### src/rtl/regfile_scoreboard_pkg.sv
// Shared constants for the register file and its scoreboard.
package regfile_scoreboard_pkg;

   // Default data width and register count of the core register file
   localparam int DEF_XLEN  = 32;
   localparam int DEF_NREGS = 32;

   // Register-address width for the default register count
   localparam int REG_AW    = $clog2(DEF_NREGS);

   // Address width for an arbitrary register count (at least one bit)
   function automatic int addr_width(input int nregs);
      return (nregs < 2) ? 1 : $clog2(nregs);
   endfunction

endpackage

### src/rtl/regfile_scoreboard_sb_bits.sv
// Scoreboard: per-register busy bits, busy population count, sticky
// double-set error flag and hazard outputs for the two read ports.
module regfile_sb_bits
   import regfile_scoreboard_pkg::*;
#(
   parameter int NREGS    = DEF_NREGS,
   parameter int AW       = addr_width(NREGS),
   parameter int ZERO_REG = 1,
   parameter int BYPASS   = 1
) (
   input  logic          clk,
   input  logic          rst,
   input  logic          sb_set,
   input  logic [AW-1:0] sb_addr,
   input  logic          clr_en,
   input  logic [AW-1:0] clr_addr,
   input  logic [AW-1:0] ra1,
   input  logic [AW-1:0] ra2,
   output logic          busy1,
   output logic          busy2,
   output logic          sb_err,
   output logic [AW:0]   busy_cnt
);

   logic [NREGS-1:0] busy_reg;
   logic [AW:0]      cnt_reg;
   logic             err_reg;

   logic set_eff;
   logic clr_hits_set;
   logic cnt_inc;
   logic cnt_dec;
   logic err_hit;

   // Qualify the set request and work out the count delta for this edge
   always_comb begin
      set_eff      = sb_set && !((ZERO_REG != 0) && (sb_addr == '0));
      clr_hits_set = clr_en && (clr_addr == sb_addr);
      cnt_inc      = set_eff && !busy_reg[sb_addr];
      cnt_dec      = clr_en && busy_reg[clr_addr] && !(set_eff && clr_hits_set);
      err_hit      = set_eff && busy_reg[sb_addr] && !clr_hits_set;
   end

   // One busy flop per register; a set wins over a clear on the same bit
   generate
      for (genvar gi = 0; gi < NREGS; gi++) begin : g_busy
         always_ff @(posedge clk or posedge rst) begin
            if (rst)
               busy_reg[gi] <= 1'b0;
            else if (set_eff && (sb_addr == AW'(gi)))
               busy_reg[gi] <= 1'b1;
            else if (clr_en && (clr_addr == AW'(gi)))
               busy_reg[gi] <= 1'b0;
         end
      end
   endgenerate

   // Running population count of busy bits plus sticky error flag
   always_ff @(posedge clk or posedge rst) begin
      if (rst) begin
         cnt_reg <= '0;
         err_reg <= 1'b0;
      end else begin
         cnt_reg <= cnt_reg + {{AW{1'b0}}, cnt_inc} - {{AW{1'b0}}, cnt_dec};
         if (err_hit)
            err_reg <= 1'b1;
      end
   end

   // Hazard view: a load writeback clearing the register this cycle hides
   // the busy bit unless a new set is landing on the same register
   always_comb begin
      busy1 = busy_reg[ra1];
      busy2 = busy_reg[ra2];
      if ((BYPASS != 0) && clr_en && (clr_addr == ra1) && !(set_eff && (sb_addr == ra1)))
         busy1 = 1'b0;
      if ((BYPASS != 0) && clr_en && (clr_addr == ra2) && !(set_eff && (sb_addr == ra2)))
         busy2 = 1'b0;
   end

   assign sb_err   = err_reg;
   assign busy_cnt = cnt_reg;

endmodule

### src/rtl/regfile_scoreboard.sv
// Two-read / two-write register file with optional write forwarding and a
// load-latency scoreboard. Port 1 (load writeback) wins address collisions
// and clears the scoreboard entry it writes.
module regfile_scoreboard
   import regfile_scoreboard_pkg::*;
#(
   parameter  int XLEN     = DEF_XLEN,
   parameter  int NREGS    = DEF_NREGS,
   parameter  int ZERO_REG = 1,
   parameter  int BYPASS   = 1,
   localparam int AW       = addr_width(NREGS)
) (
   input  logic            clk,
   input  logic            rst,
   input  logic [AW-1:0]   ra1,
   input  logic [AW-1:0]   ra2,
   output logic [XLEN-1:0] rd1,
   output logic [XLEN-1:0] rd2,
   output logic            busy1,
   output logic            busy2,
   input  logic            we0,
   input  logic [AW-1:0]   wa0,
   input  logic [XLEN-1:0] wd0,
   input  logic            we1,
   input  logic [AW-1:0]   wa1,
   input  logic [XLEN-1:0] wd1,
   input  logic            sb_set,
   input  logic [AW-1:0]   sb_addr,
   output logic            sb_err,
   output logic [AW:0]     busy_cnt
);

   logic [XLEN-1:0] regs [NREGS];

   logic wr0_ok;
   logic wr1_ok;

   // Register 0 is hardwired when ZERO_REG is enabled
   always_comb begin
      wr0_ok = we0 && !((ZERO_REG != 0) && (wa0 == '0));
      wr1_ok = we1 && !((ZERO_REG != 0) && (wa1 == '0));
   end

   // Data array; port 1 is written last so it wins a same-address collision
   always_ff @(posedge clk or posedge rst) begin
      if (rst) begin
         for (int i = 0; i < NREGS; i++)
            regs[i] <= '0;
      end else begin
         if (wr0_ok)
            regs[wa0] <= wd0;
         if (wr1_ok)
            regs[wa1] <= wd1;
      end
   end

   function automatic logic [XLEN-1:0] read_port(input logic [AW-1:0] ra);
      logic [XLEN-1:0] val;
      val = regs[ra];
      if (BYPASS != 0) begin
         if (we1 && (wa1 == ra))
            val = wd1;
         else if (we0 && (wa0 == ra))
            val = wd0;
      end
      if ((ZERO_REG != 0) && (ra == '0))
         val = '0;
      return val;
   endfunction

   // Combinational read ports with optional same-cycle forwarding
   always_comb begin
      rd1 = read_port(ra1);
      rd2 = read_port(ra2);
   end

   regfile_sb_bits #(
      .NREGS    (NREGS),
      .AW       (AW),
      .ZERO_REG (ZERO_REG),
      .BYPASS   (BYPASS)
   ) u_sb (
      .clk      (clk),
      .rst      (rst),
      .sb_set   (sb_set),
      .sb_addr  (sb_addr),
      .clr_en   (we1),
      .clr_addr (wa1),
      .ra1      (ra1),
      .ra2      (ra2),
      .busy1    (busy1),
      .busy2    (busy2),
      .sb_err   (sb_err),
      .busy_cnt (busy_cnt)
   );

endmodule

### config.mk
export PLATFORM = sky130hd
export DESIGN_NAME = regfile_scoreboard
export DESIGN_NICKNAME = d
export VERILOG_FILES = /design/src/rtl/regfile_scoreboard_pkg.sv /design/src/rtl/regfile_scoreboard_sb_bits.sv /design/src/rtl/regfile_scoreboard.sv
export SDC_FILE = /design/constraint.sdc
export NUM_CORES = 2
export LEC_CHECK = 0
export CAP_MARGIN = 20
export CELL_PAD_IN_SITES_DETAIL_PLACEMENT = 1
export CELL_PAD_IN_SITES_GLOBAL_PLACEMENT = 1
export CORE_UTILIZATION = 51
export DETAILED_ROUTE_END_ITERATION = 10
export MAX_ROUTING_LAYER = met4
export PLACE_DENSITY = 0.82
export SETUP_SLACK_MARGIN = 0.15
export SLEW_MARGIN = 20
export SYNTH_ARGS = -nofsm -noshare
export SYNTH_HDL_FRONTEND = slang
export SYNTH_SLANG_ARGS = --single-unit
### constraint.sdc
create_clock -name clk -period 52.4 [get_ports clk]
set_clock_uncertainty 0.05 [all_clocks]
set_input_delay 10.48 -clock clk [delete_from_list [all_inputs] [get_ports clk]]
set_output_delay 10.48 -clock clk [all_outputs]
set_load 0.005 [all_outputs]
# After elaboration in Yosys (flattened, before gate mapping)
# Cells that the tools add are included.
[classes] n_eq_ne=69 addsub=2 reduce_logical=129 n_lt_le_gt_ge=10 muxes=94 bitwise_logic=4
[op_table] op="bitwise mux 1024 bit" n=2
[op_table] op="two-way mux 1024 bit" n=2
[op_table] op="two-way mux 32 bit" n=12
[op_table] op="binary-select mux 32 bit (select 5 bit)" n=2
[op_table] op="demux 32 bit (select 5 bit)" n=2
[op_table] op="equality test 5 bit (second input constant)" n=32
[op_table] op="logical AND 1 bit" n=84
[op_table] op="equality test 5 x 4 -> 1 bit (second input constant)" n=16
[op_table] op="two-way mux 1 bit" n=70
[op_table] op="nonzero test 2 bit" n=32
[op_table] op="equality test 5 x 3 -> 1 bit (second input constant)" n=8
[op_table] op="equality test 5 bit" n=7
[op_table] op="zero test 5 bit" n=5
[op_table] op="greater-or-equal comparator 6 bit (second input constant)" n=4
[op_table] op="less-than comparator 5 x 6 -> 1 bit (second input constant)" n=4
[op_table] op="inverter 5 -> 6 bit" n=4
[op_table] op="binary-select mux 1 bit (select 5 bit)" n=4
[op_table] op="equality test 5 x 2 -> 1 bit (second input constant)" n=4
[op_table] op="less-than comparator 6 x 1 -> 1 bit (second input constant)" n=2
[op_table] op="equality test 5 x 1 -> 1 bit (second input constant)" n=2
[op_table] op="zero test 1 bit" n=8
[op_table] op="adder 6 x 1 -> 6 bit" n=1
[op_table] op="subtractor 6 x 1 -> 6 bit" n=1
[totals] output_inout_bits=73 regBits=1063 input_bits=94

# Logic depth before layout (Yosys ltp)
[logic_depth] word_depth=9 mapped_depth=15 depth_no_buf=12

# By module
# A second synthesis with hierarchy kept.
[unflattened] hier_cells=6515 area_unflattened_um2=67853.8
[modules_own_cells] module="regfile_scoreboard" seq_area_each_um2=25624.6 cells_each=6224 area_per_inst_um2=64727.1 n_inst=1
[modules_own_cells] module="regfile_sb_bits" seq_area_each_um2=975.9 cells_each=291 area_per_inst_um2=3126.7 n_inst=1

# Worst setup path after synthesis
# No wires, ideal clock.
[synth_timing] path_type="input port to output port" start="input port ra1[0]" end="output port rd1[13]" t_arrival_ns=12.221 stages=8 slack_ns=29.649 cell_sequence="buf_6 -> buf_6 -> buf_2 -> mux4_2 -> mux2_2 -> a22o_1 -> nor3_1 -> o32ai_1"
[synth_between] elab_chain_cells=7 word_cells_on_any_way=12
[synth_lines] element="start: declaration" line="regfile_scoreboard.sv:15" source="input logic [AW-1:0] ra1,"
[synth_lines] element="inverter 5 -> 6 bit (implied by the code)" line="regfile_scoreboard.sv:59" source="val = regs[ra];"
[synth_lines] element="binary-select mux 32 bit (select 5 bit)" line="regfile_scoreboard.sv:59"
[synth_lines] element="two-way mux 32 bit (implied by the code) (2 in series)" line="regfile_scoreboard.sv:59"
[synth_lines] element="two-way mux 32 bit" line="regfile_scoreboard.sv:63" source="else if (we0 && (wa0 == ra))"
[synth_lines] element="two-way mux 32 bit" line="regfile_scoreboard.sv:61" source="if (we1 && (wa1 == ra))"
[synth_lines] element="two-way mux 32 bit (*)" line="regfile_scoreboard.sv:66" source="if ((ZERO_REG != 0) && (ra == '0))"
[synth_lines] element="end: declaration" line="regfile_scoreboard.sv:17" source="output logic [XLEN-1:0] rd1,"
# Mark *: on every way between the ends. The rest lies on a longest branch, timed or not. The select of a mux whose other input is x is not followed.

# Worst setup path in the final report
[layout_timing] start="input port wa1[2]" end="output port rd2[13]"
[layout_between] elab_chain_cells=4
[layout_lines] element="start: declaration" line="regfile_scoreboard.sv:25" source="input logic [AW-1:0] wa1,"
[layout_lines] element="equality test 5 bit" line="regfile_scoreboard.sv:61"
[layout_lines] element="logical AND 1 bit" line="regfile_scoreboard.sv:61"
[layout_lines] element="two-way mux 32 bit" line="regfile_scoreboard.sv:61"
[layout_lines] element="two-way mux 32 bit" line="regfile_scoreboard.sv:66"
[layout_lines] element="end: declaration" line="regfile_scoreboard.sv:18" source="output logic [XLEN-1:0] rd2,"
# Every way passes these cells.

==> results.yml <==
job:
  drv_cap: 0
power_and_ir_drop:
  p_leak_nw: 31.3
  power_density_nw_per_um2: 39.6
  ir_drop_mv: 0.0294
  swShare: 0.332
  p_int_mw: 1.98
  clockPowerShare: 0.307
  power_frac_seq: 0.417
  combPwrFrac: 0.276
  p_sw_uw: 983
die:
  initial_core_util: 0.517
  die_y_um: 368
  die-area_um2: 135000
  die_w_um: 368
  core-area_um2: 132000
  rows: 133
  io_pins: 167
yosys:
  syn_avg_cell_area_um2: 10.3
  syn_area_um2: 68300
  synth_nets: 6759
  postSynthCellCount: 6658
  yosysUniqueCellTypes: 66
  synth_edf_count: 0
  ys_seq_area_frac: 0.390
  ys.flop_type: "dfrtp_1"
  ys_ff_latch: 1063
  synth-async-reset-ratio: 1.00
  ys_warn_count: 0
critical_path:
  required_ns: 41.87
  crit_fanout: 31
  r2r_end: "u_sb.busy_cnt[4]"
  r2r_cells: 12
  r2r_slack_ns: 48.90
  path_class: "primary input to output port"
  cp_data_arrival_time_ns: 15.59
  cp-end-kind: "output port"
  worst_r2r_startpoint: "u_sb.busy_reg[10]"
  start_kind: "primary input"
cts:
  clkLatencyLatePin_ns: 0.75
  postCtsHoldBufs: 0
  cts_num_sinks: 1063
  htree_levels: 3
  cts_setup_buffers: 0
  cts.clk_slew.worst_paths_ns: 0.06
  post_cts_resize_count: 0
  cts_made_buffers: 121
  cts_tree: "yes"
  root_buffer: "clkbuf_16"
  cts_buffer_depth: 3
cells_and_area:
  final_cell_mix: "1,227 x mux2i_1, 1,063 x dfrtp_1, 755 x nor2_1, 661 x a21oi_1, 421 x mux4_2"
  area_growth_pct: 9.42
  fin_nets: 6374
  largest_register_ffs: 1024
  fin_util: 0.566
  drive_above_1_share: 0.156
  instances_no_fill: 8142
  final_common_cell: "mux2i_1"
  fin_area_um2: 74700
route:
  remaining_drc_errors: 0
  ant_nets: 0
  first_iter_violations: 8659
  firstDrtPassIters: 6
  viasPerCell: 7.52
  drt-total-wl_um: 298000
  wl_per_cell_um: 36.5
  via_count: 61200
timing:
  finalSetupTns_ns: 0
  drv_slew: 0
  finalSetupViolCount: 0
  whs_ns: 0.351
  final_hold_viol_count: 0
  fmax_ghz: 0.0383
  period_share: 0.499
  fin_crit_ns: 26.12
  rsz0062_at_grt: "false"
  slew_headroom: 0.0708
  worstMarginPinSlew_ns: 1.39
hold_path:
  min_from: "regs[1020]"
  hold_path_class: "flop to flop"
  min_delay_path_depth: 0
  hold_path_end: "regs[1020]"
global_route:
  antenna_found_initial: 15
  grt.overflow.total: 0
  grt_pass1_wl_um: 435000
  grt_pass1_vias: 63600
  grt_max_degree: 166
  grt_usage: 0.448
outcome:
  status: "complete, no violations"
place:
  placed_cells: 7903
  dpl-instance-area_um2: 70400
  place_hpwl_um: 168000
  io_buffers: 166
  gp_congestion: 0.949
==> per-stage QoR <==
stage | power [mW] | setup slack [ns]
after detailed placement | 2.01 | 26.61
after global routing | 3.05 | 26.35
after floorplan | 1.74 | 11.95
after global placement | 1.94 | 26.64
after CTS | 2.92 | 26.59
final | 2.96 | 26.28
==> how the worst max path moves through the flow <==
stage / to / slack [ns] / start
3_5_place_dp: rd2[13] / 26.61 / wa1[2]
3_3_place_gp: rd2[13] / 26.64 / wa1[2]
4_1_cts: rd2[13] / 26.59 / wa1[2]
6_report: rd2[13] / 26.28 / wa1[2]
2_1_floorplan: regs[0] / 11.95 / rst
5_1_grt: rd2[13] / 26.35 / wa1[2]
==> cell type report <==
type	instances	area, um^2
flip-flops and latches	1063	26600
multi-input cells	4678	38400
clock buffers	180	3630
well taps	1755	2200
diodes	16	40.0
repair buffers	354	3170
clock inverters	41	510
fillers	14000	57400
inverters	55	214
==> logic make-up after synthesis <==
logic type | after synthesis | synth area share
multiplexers | 1741 | 0.334
AO/OA/AOI/OAI | 1466 | 0.128
AND/OR/NAND/NOR | 1424 | 0.0846
flip-flops | 1063 | 0.390
buffers and inverters | 917 | 0.0576
XOR/XNOR | 40 | 0.00513
adder cells (fa/ha/maj) | 7 | 0.00139
==> metal layers <==
metal,routed length [um],vias to the layer above,part of all wire,GRT usage
met5,0,-,0,-
met4,23800,0,0.080,0.313
met3,39800,1581,0.13,0.148
met2,128000,4929,0.43,0.628
met1,106000,31100,0.36,0.543
li1,-,23600,-,-
==> Yosys cell counts (5+ instances only) <==
library cell	count	area share
nor3_1	138	0.010
a31oi_1	88	0.0081
nand2b_1	7	0.00064
nand3_1	22	0.0016
nand4_1	10	0.00092
ha_1	6	0.0011
o22ai_1	66	0.0060
a311oi_1	42	0.0054
a22o_1	85	0.011
xnor2_1	27	0.0035
clkbuf_1	583	0.032
mux4_2	421	0.14
mux2i_1	1227	0.18
dfrtp_1	1063	0.39
nor4_1	6	0.00055
a21oi_1	662	0.049
mux2_2	91	0.015
nor2b_1	17	0.0016
nor2_1	777	0.043
buf_6	21	0.0035
o32ai_1	65	0.0083
inv_1	55	0.0030
a32oi_1	39	0.0050
buf_2	131	0.0096
xor2_1	13	0.0017
buf_4	44	0.0048
buf_1	82	0.0045
o221ai_1	62	0.0080
nand2_1	413	0.023
o21ai_0	151	0.011
o21ai_1	182	0.013
or3_1	5	0.00046
==> power groups by stage <==
stage                     Sequential [mW]  Clock (mW)  Combinational [mW]
final                                1.23       0.908               0.816
after detailed placement             1.23           0               0.787
after global placement               1.20           0               0.743
after floorplan                      1.16           0               0.575
after CTS                            1.22       0.903               0.797
after global routing                 1.25       0.934               0.865
==> worst max-delay path: stages <==
cell,delay [ns]
clkdlybuf4s50_1,1.10
xnor2_1,0.15
nand4_1,0.65
nor2_1,0.16
or3_2,1.02
o32ai_1,1.27
clkdlybuf4s50_1,0.71
Note: power is estimated with default switching activity, not from simulation.
